File: src/rtl/hash_multi.sv
// ---------------------------------------------------------------------------
// hash_multi
//   Iterative key hash unit. A request carries a key of up to KEY_BYTES
//   bytes, a byte length and an algorithm select. The key is folded into a
//   32-bit accumulator one byte per cycle, lowest byte first, and the
//   finished digest is presented with a single-cycle ready pulse.
//
//   Algorithms:
//     mode 0 : FNV-1a-32   (offset basis 0x811C9DC5, prime 0x01000193)
//     mode 1 : CRC-32/IEEE (reflected, poly 0xEDB88320, init/xorout all-ones)
//
// Ports:
//   clk           in   clock, rising edge
//   rst           in   asynchronous active-high reset
//   start_i       in   request strobe, taken only while busy_o is low
//   mode_i        in   algorithm select (0 = FNV-1a, 1 = CRC-32)
//   len_i         in   key length in bytes; values above KEY_BYTES clamp
//   key_i         in   key, byte k at key_i[8k+7:8k]
//   busy_o        out  request in flight
//   hash_ready_o  out  one-cycle pulse, hash_val_o is new
//   hash_val_o    out  digest, held until the next result
// ---------------------------------------------------------------------------
module hash_multi #(
    parameter int KEY_BYTES = 8,
    parameter int LEN_W     = $clog2(KEY_BYTES + 1)
) (
    input  logic                   clk,
    input  logic                   rst,
    input  logic                   start_i,
    input  logic                   mode_i,
    input  logic [LEN_W-1:0]       len_i,
    input  logic [8*KEY_BYTES-1:0] key_i,
    output logic                   busy_o,
    output logic                   hash_ready_o,
    output logic [31:0]            hash_val_o
);

    localparam logic [31:0]      FNV_BASIS = 32'h811C_9DC5;
    localparam logic [31:0]      FNV_PRIME = 32'h0100_0193;
    localparam logic [31:0]      CRC_POLY  = 32'hEDB8_8320;
    localparam logic [31:0]      CRC_INIT  = 32'hFFFF_FFFF;
    localparam logic [LEN_W-1:0] MAX_LEN   = LEN_W'(KEY_BYTES);

    typedef enum logic [1:0] {
        IDLE = 2'd0,
        RUN  = 2'd1,
        FIN  = 2'd2
    } state_t;

    state_t                 state_reg, state_next;
    logic [8*KEY_BYTES-1:0] key_reg, key_next;
    logic                   mode_reg, mode_next;
    logic [LEN_W-1:0]       len_reg, len_next;
    logic [LEN_W-1:0]       cnt_reg, cnt_next;
    logic [31:0]            acc_reg, acc_next;
    logic [31:0]            val_reg, val_next;
    logic                   ready_reg, ready_next;

    logic [7:0]             key_byte [KEY_BYTES];
    logic [7:0]             cur_byte;

    // One FNV-1a round: xor the byte in, then multiply (mod 2^32).
    function automatic logic [31:0] fnv_step(input logic [31:0] acc, input logic [7:0] b);
        logic [31:0] x;
        x = acc ^ {24'h0, b};
        return x * FNV_PRIME;
    endfunction

    // One reflected CRC-32 byte round, fully unrolled into combinational logic.
    function automatic logic [31:0] crc_step(input logic [31:0] acc, input logic [7:0] b);
        logic [31:0] c;
        c = acc ^ {24'h0, b};
        for (int i = 0; i < 8; i++) begin
            c = (c >> 1) ^ (c[0] ? CRC_POLY : 32'h0);
        end
        return c;
    endfunction

    // Split the captured key into byte lanes.
    generate
        for (genvar gi = 0; gi < KEY_BYTES; gi++) begin : g_lane
            assign key_byte[gi] = key_reg[8*gi +: 8];
        end
    endgenerate

    // Byte selected by the counter. The counter reaches len_reg (possibly
    // KEY_BYTES) on the final RUN cycle, where no byte is consumed, so the
    // out-of-range case simply yields zero.
    always_comb begin
        cur_byte = 8'h00;
        for (int i = 0; i < KEY_BYTES; i++) begin
            if (cnt_reg == LEN_W'(i)) begin
                cur_byte = key_byte[i];
            end
        end
    end

    always_comb begin
        state_next = state_reg;
        key_next   = key_reg;
        mode_next  = mode_reg;
        len_next   = len_reg;
        cnt_next   = cnt_reg;
        acc_next   = acc_reg;
        val_next   = val_reg;
        ready_next = 1'b0;

        case (state_reg)
            IDLE: begin
                if (start_i) begin
                    key_next   = key_i;
                    mode_next  = mode_i;
                    len_next   = (len_i > MAX_LEN) ? MAX_LEN : len_i;
                    cnt_next   = '0;
                    acc_next   = mode_i ? CRC_INIT : FNV_BASIS;
                    state_next = RUN;
                end
            end
            RUN: begin
                if (cnt_reg == len_reg) begin
                    state_next = FIN;
                end else begin
                    acc_next = mode_reg ? crc_step(acc_reg, cur_byte)
                                        : fnv_step(acc_reg, cur_byte);
                    cnt_next = cnt_reg + LEN_W'(1);
                end
            end
            FIN: begin
                // CRC output is the complemented register; FNV is used as-is.
                val_next   = mode_reg ? ~acc_reg : acc_reg;
                ready_next = 1'b1;
                state_next = IDLE;
            end
            default: begin
                state_next = IDLE;
            end
        endcase
    end

    always_ff @(posedge clk or posedge rst) begin
        if (rst) begin
            state_reg <= IDLE;
            key_reg   <= '0;
            mode_reg  <= 1'b0;
            len_reg   <= '0;
            cnt_reg   <= '0;
            acc_reg   <= '0;
            val_reg   <= '0;
            ready_reg <= 1'b0;
        end else begin
            state_reg <= state_next;
            key_reg   <= key_next;
            mode_reg  <= mode_next;
            len_reg   <= len_next;
            cnt_reg   <= cnt_next;
            acc_reg   <= acc_next;
            val_reg   <= val_next;
            ready_reg <= ready_next;
        end
    end

    assign busy_o       = (state_reg != IDLE);
    assign hash_ready_o = ready_reg;
    assign hash_val_o   = val_reg;

endmodule

File: config.mk
export PLATFORM = sky130hd
export DESIGN_NAME = hash_multi
export DESIGN_NICKNAME = d
export VERILOG_FILES = /design/src/rtl/hash_multi.sv
export SDC_FILE = /design/constraint.sdc
export NUM_CORES = 1
export LEC_CHECK = 0
export BUFFER_PORTS_ARGS = -buffer_cell sky130_fd_sc_hd__buf_2
export CORE_ASPECT_RATIO = 1.25
export CORE_MARGIN = 2
export CORE_UTILIZATION = 59
export DETAILED_ROUTE_END_ITERATION = 12
export PLACE_DENSITY = 0.79
export SYNTH_ARGS = -nofsm -noshare
export SYNTH_HDL_FRONTEND = slang
export SYNTH_SLANG_ARGS = --single-unit
export TNS_END_PERCENT = 10
File: constraint.sdc
create_clock -name clk -period 13.95 [get_ports clk]
set_input_delay 2.79 -clock clk [delete_from_list [all_inputs] [get_ports clk]]
set_output_delay 2.79 -clock clk [all_outputs]
set_load 0.02 [all_outputs]
---- After elaboration in Yosys (flattened, before gate mapping) ----
Index checks and enable logic that the tools add are counted.
storage, ports and cells
  bits in registers ....................... 140
  bits in latches ......................... 0
  RAM bits ................................ 0
  bits in read-only memories .............. 0
  input port bits ......................... 72
  output and inout bits ................... 34
  logic and storage cells ................. 71
  memories ................................ 0
cells by class
  add/sub/neg operators ................... 1
  multipliers ............................. 1
  div/mod/pow operators ................... 0
  order comparisons ....................... 1
  eq/ne operators ......................... 13
  shift operators ......................... 0
  mux-type cells .......................... 30
  bitwise logic cells ..................... 10
  reductions and logical operators ........ 7
operators with widths
  operator                                               count
  2-to-1 mux 32 bit                                      12
  XOR 31 x 32 -> 32 bit                                  8
  2-to-1 mux 8 bit                                       8
  case mux 32 bit (2 select lines)                       1
  multiplier 32 x 25 -> 32 bit (second input constant)   1
  NOT 32 bit                                             1
  XOR 32 x 8 -> 32 bit                                   1
  2-to-1 mux 31 bit                                      1
  == test 4 x 3 -> 1 bit (second input constant)         4
  2-to-1 mux 4 bit                                       3
  == test 4 x 2 -> 1 bit (second input constant)         2
  case mux 4 bit (2 select lines)                        1
  inequality test 2 bit (second input constant)          3
  adder 4 x 1 -> 4 bit (second input constant)           1
  == test 4 x 1 -> 1 bit (second input constant)         1
  == test 4 bit                                          1
  greater-than comparator 4 bit (second input constant)  1
  logical NOT 4 bit                                      1
  2-to-1 mux 2 bit                                       2
  case mux 2 bit (2 select lines)                        1
  AND reduction 2 bit                                    2
  nonzero test 2 bit                                     2
  AND reduction 3 bit                                    1
  == test 2 x 1 -> 1 bit (second input constant)         1
  3 further kinds                                        3

---- Longest topological paths before layout ----
  depth in word-level cells ............... 29
  gate-level depth with buffers ........... 31
  depth with buffers taken out ............ 28

---- Worst setup path after synthesis ----
Ideal clock, no wire load.
  path type ............................... flip-flop to flip-flop
  from .................................... register cnt_reg[0]
  to ...................................... register acc_reg[28]
  library setup time ...................... 78 ps
  arrival ................................. 6948 ps
  data required time ...................... 13872 ps
  path slack .............................. 6925 ps
  cell stages (with the launch flop) ...... 29
  path buffers ............................ 3
  period minus slack after synthesis ...... 7025 ps
  path through ............................ dfrtp_1 > inv_1 > ha_1 > buf_2 > buf_4 > buf_2 > a21oi_1 > o21ai_0 > a221oi_1 > o22ai_1 > xor2_1 > ha_1 > ha_1 > fa_1 > ha_1 > fa_1 > ha_1 > inv_1 > fa_1 > inv_1 > ha_1 > nand3_1 > nor3_1 > o41ai_1 > o31ai_1 > a221oi_1 > o21ai_0 > nand4bb_1 > a21oi_1
between the ends
  longest elaborated chain between the ends .. 23
  elaborated cells on any way between the ends .. 36
  classes of those cells .................. mul (1); eq/ne (9); mux (15); bitwise (9); reduce/logical (2)
ends and longest elaborated chain
  what                                                                                   RTL line  RTL
  start, declared                                                                        54        logic [LEN_W-1:0] cnt_reg, cnt_next;
  start signal, assigned                                                                 155       cnt_reg <= cnt_next;
  parallel branches: the longest is 23 deep, another holds multiplier 32 x 25 -> 32 bit  --
  end signal, assigned                                                                   156       acc_reg <= acc_next;
  end, declared                                                                          55        logic [31:0] acc_reg, acc_next;
Several ways; the timed one is not identified. The select of a mux whose other input is x is not followed.
A chain may end at the register's enable or synchronous reset.

---- Worst setup path after layout ----
  from .................................... register cnt_reg[1]
  to ...................................... register acc_reg[28]
The elaborated chain is that of the path after synthesis.

==> results.md <==
* Die area at 23200 um2
* DRT Pass-1 Iters at 5
* Max_slew headroom at 22.6%
* First-pass GRT wire length at 52000 um
* Most frequent cell after synthesis: nand2_1
* Seq/Total Area, Yosys at 27.0%
* Crit path capture: acc_reg[28]
* Largest register FFs at 64
* Area leader, netlist: dfrtp_1
* Share of cells above drive strength 1 at around 11%
* Area grow syn2layout at 9.83%
* Synthesized net count at 1777
* Netlist cell types at 70
* R2R cell count at 26
* YS warnings at 0
* DIE HEIGHT at 170 um
* Via count at a little over 10000
* Reg2Reg Setup Slack at approximately 5.3 ns
* Nets@finish at 1853
* Core Area at about 22000 um2
* Fin Setup TNS at 0 ns
* Hold_ws at 0.475 ns
* Largest net degree at the start of global routing at 89
* Cells after Synth at 1443
* Period utilization at 62.1%
* Final setup violating endpoints at 0
* # clock sinks at 140
* Worst EP arrival at about 9 ns
* Vias in the first global route at 10330
* Crit Path Class: reg2reg
* Crit path max-delay cell type: xor2_1
* Initial antenna violation count at 1
* CTS max path bufs at 2
* Vias per inst at 5.59
* Worst-path clk slew at 0.07 ns
* Util after Layout at approximately two thirds
* Die X at approximately 140 um
* Slowest stage delay, CP at 0.83 ns
* DRC errors left at 0
* Minimum clock period after layout at between 8 and 9 ns
* Worst-skew pair later-pin latency at 0.44 ns
* Worst Setup SP: cnt_reg[1]
* Root Driver: clkbuf_16
* GRT Total Usage at 29.2%
* Initial Util at roughly 60%
* Post-detailed-route count of antenna-violating nets at 0
* Least-Margin Pin Slew at ~1.2 ns
* WL/cell at 17.9 um
* R2R Path End: acc_reg[28]
* Placer Congestion at 1.04
* Total wire length at 32300 um
* F_max at around 120 MHz
* Register Area at 3500 um2
* #FFs+latches synth at 140
* Multi-input gate area at 8490 um2
* Share of flip-flops with an asynchronous set or reset at 100%
* Io pins at 106
* Required time worst endpoint at approximately 14 ns
* Most used cell, CP: ha_1
* TritonCTS clock tree: done
* Syn avg cell area at between 8 and 9 um2
* Synth area leaders: dfrtp_1 (27%), ha_1 (18%), fa_1 (11%)
* Fillers at around 1700
* Post-CTS sizing at 0
* H-Tree Level Count at 4
* Post-CTS setup buffer count at 0
* Startpoint class of the critical path: register
* PortBufs at 105
* Max-cap viol count at 0
* Site Rows at 60
* Post-synth EDFFs at 0
* DP HPWL at 24600 um
* Commonest cells in the synthesized netlist: nand2_1 (259), inv_1 (196), ha_1 (188)
* Hold Path Class: reg2reg
* Outcome: finished, final reports clean
* Synth Cell Area at around 13000 um2
* Top FF cell, synth: dfrtp_1
* Worst Path Max Fanout at 33
* Fin. Hold Viols at 0
* Max-slew violations at 0
* Initial DRC Count at 614
* Antenna Cells at 0
* Top cell type's share of synthesized area at 27.0%
* Fin Clk Skew at 0.0123 ns
* RSZ-0062 raised after global routing: no
* CTS Hold Bufs at 0
* TritonCTS Buffers at 17
* Remaining Overflow, GRT at 0
* RR Startpoint: cnt_reg[1]
* CP Capture Type: register
per-layer routing:
layer | GRT usage [%] | part of all wire [%] | up-vias
met3 | 4.71 | 4.6 | 118
li1 | - | - | 4862
met4 | 16.1 | 5.8 | 2
met1 | 34.4 | 39 | 4840
met5 | 0 | 0.037 | -
met2 | 50.6 | 51 | 293
final cells by class:
type / count / area share [%]
Clock inverter: 15 / 1.20
Clock buffer: 17 / 2.98
Multi-Input combinational cell: 1052 / 59.6
Sequential cell: 140 / 24.6
Timing Repair Buffer: 110 / 3.95
Tap cell: 279 / 2.45
Inverter: 198 / 5.25
worst max-delay path: cells and delay by family (launching register included):
| family | cells | cell delay, ns |
|---|---|---|
| buffers and inverters | 3 | 0.22 |
| AOI/OAI and AO/OA | 11 | 3.08 |
| and+or+nand+nor | 2 | 0.32 |
| xor gates and xnor gates | 2 | 1.19 |
| adders and majority gates | 8 | 3.31 |
| DFF | 1 | 0.44 |
stage by stage:
step | area [um2] | setup slack [ns] | cells
floorplan | 13000 | 6.92 | 1443
global placement | 13700 | 5.73 | 1779
detailed placement | 13700 | 5.42 | 1779
CTS | 14300 | 5.38 | 1811
global route | 14300 | 4.67 | 1811
finish | 14300 | 5.28 | 1811
how the worst min path moves through the flow:
stage,startpoint,end,slack [ns],cells after the start
after floorplan,key_reg[40],key_reg[40],0.44,2
after global placement,key_reg[32],key_reg[32],0.46,2
after detailed placement,key_reg[24],key_reg[24],0.46,2
after CTS,key_reg[24],key_reg[24],0.48,2
after global routing,key_reg[24],key_reg[24],0.50,2
final,key_reg[20],key_reg[20],0.47,2
cell families (layout without fill, tap and decap cells):
logic type | Yosys count | in the layout | synth area share [%]
compound gates | 241 | 241 | 11.1
flops | 140 | 140 | 27.0
xor+xnor | 147 | 147 | 10.4
buf+inv | 251 | 340 | 7.62
fa+ha+maj | 262 | 262 | 29.5
mux | 7 | 7 | 0.578
simple gates | 395 | 395 | 13.7
cell usage in the layout (no fill, tap or decap), drive strengths merged, types with 3 or more instances in the layout:
cell	count
nand2	259
inv	205
ha	188
dfrtp	140
xnor2	113
buf	110
o21ai	88
a21oi	77
fa	74
nor2	49
xor2	33
clkbuf	17
nand3b	16
nor2b	13
nand2b	12
a21o	11
nor3	8
a221oi	7
a31oi	6
o21bai	6
clkinv	6
nand4	5
o22ai	5
a211oi	5
o31ai	5
o221ai	5
o21a	4
or3b	4
a221o	4
mux2	4
and3	4
nand3	4
and3b	3
mux2i	3
o211ai	3
and2	3
Power is not shown: default switching activity piles up to over one toggle a cycle in this logic, so the estimate is an artifact.
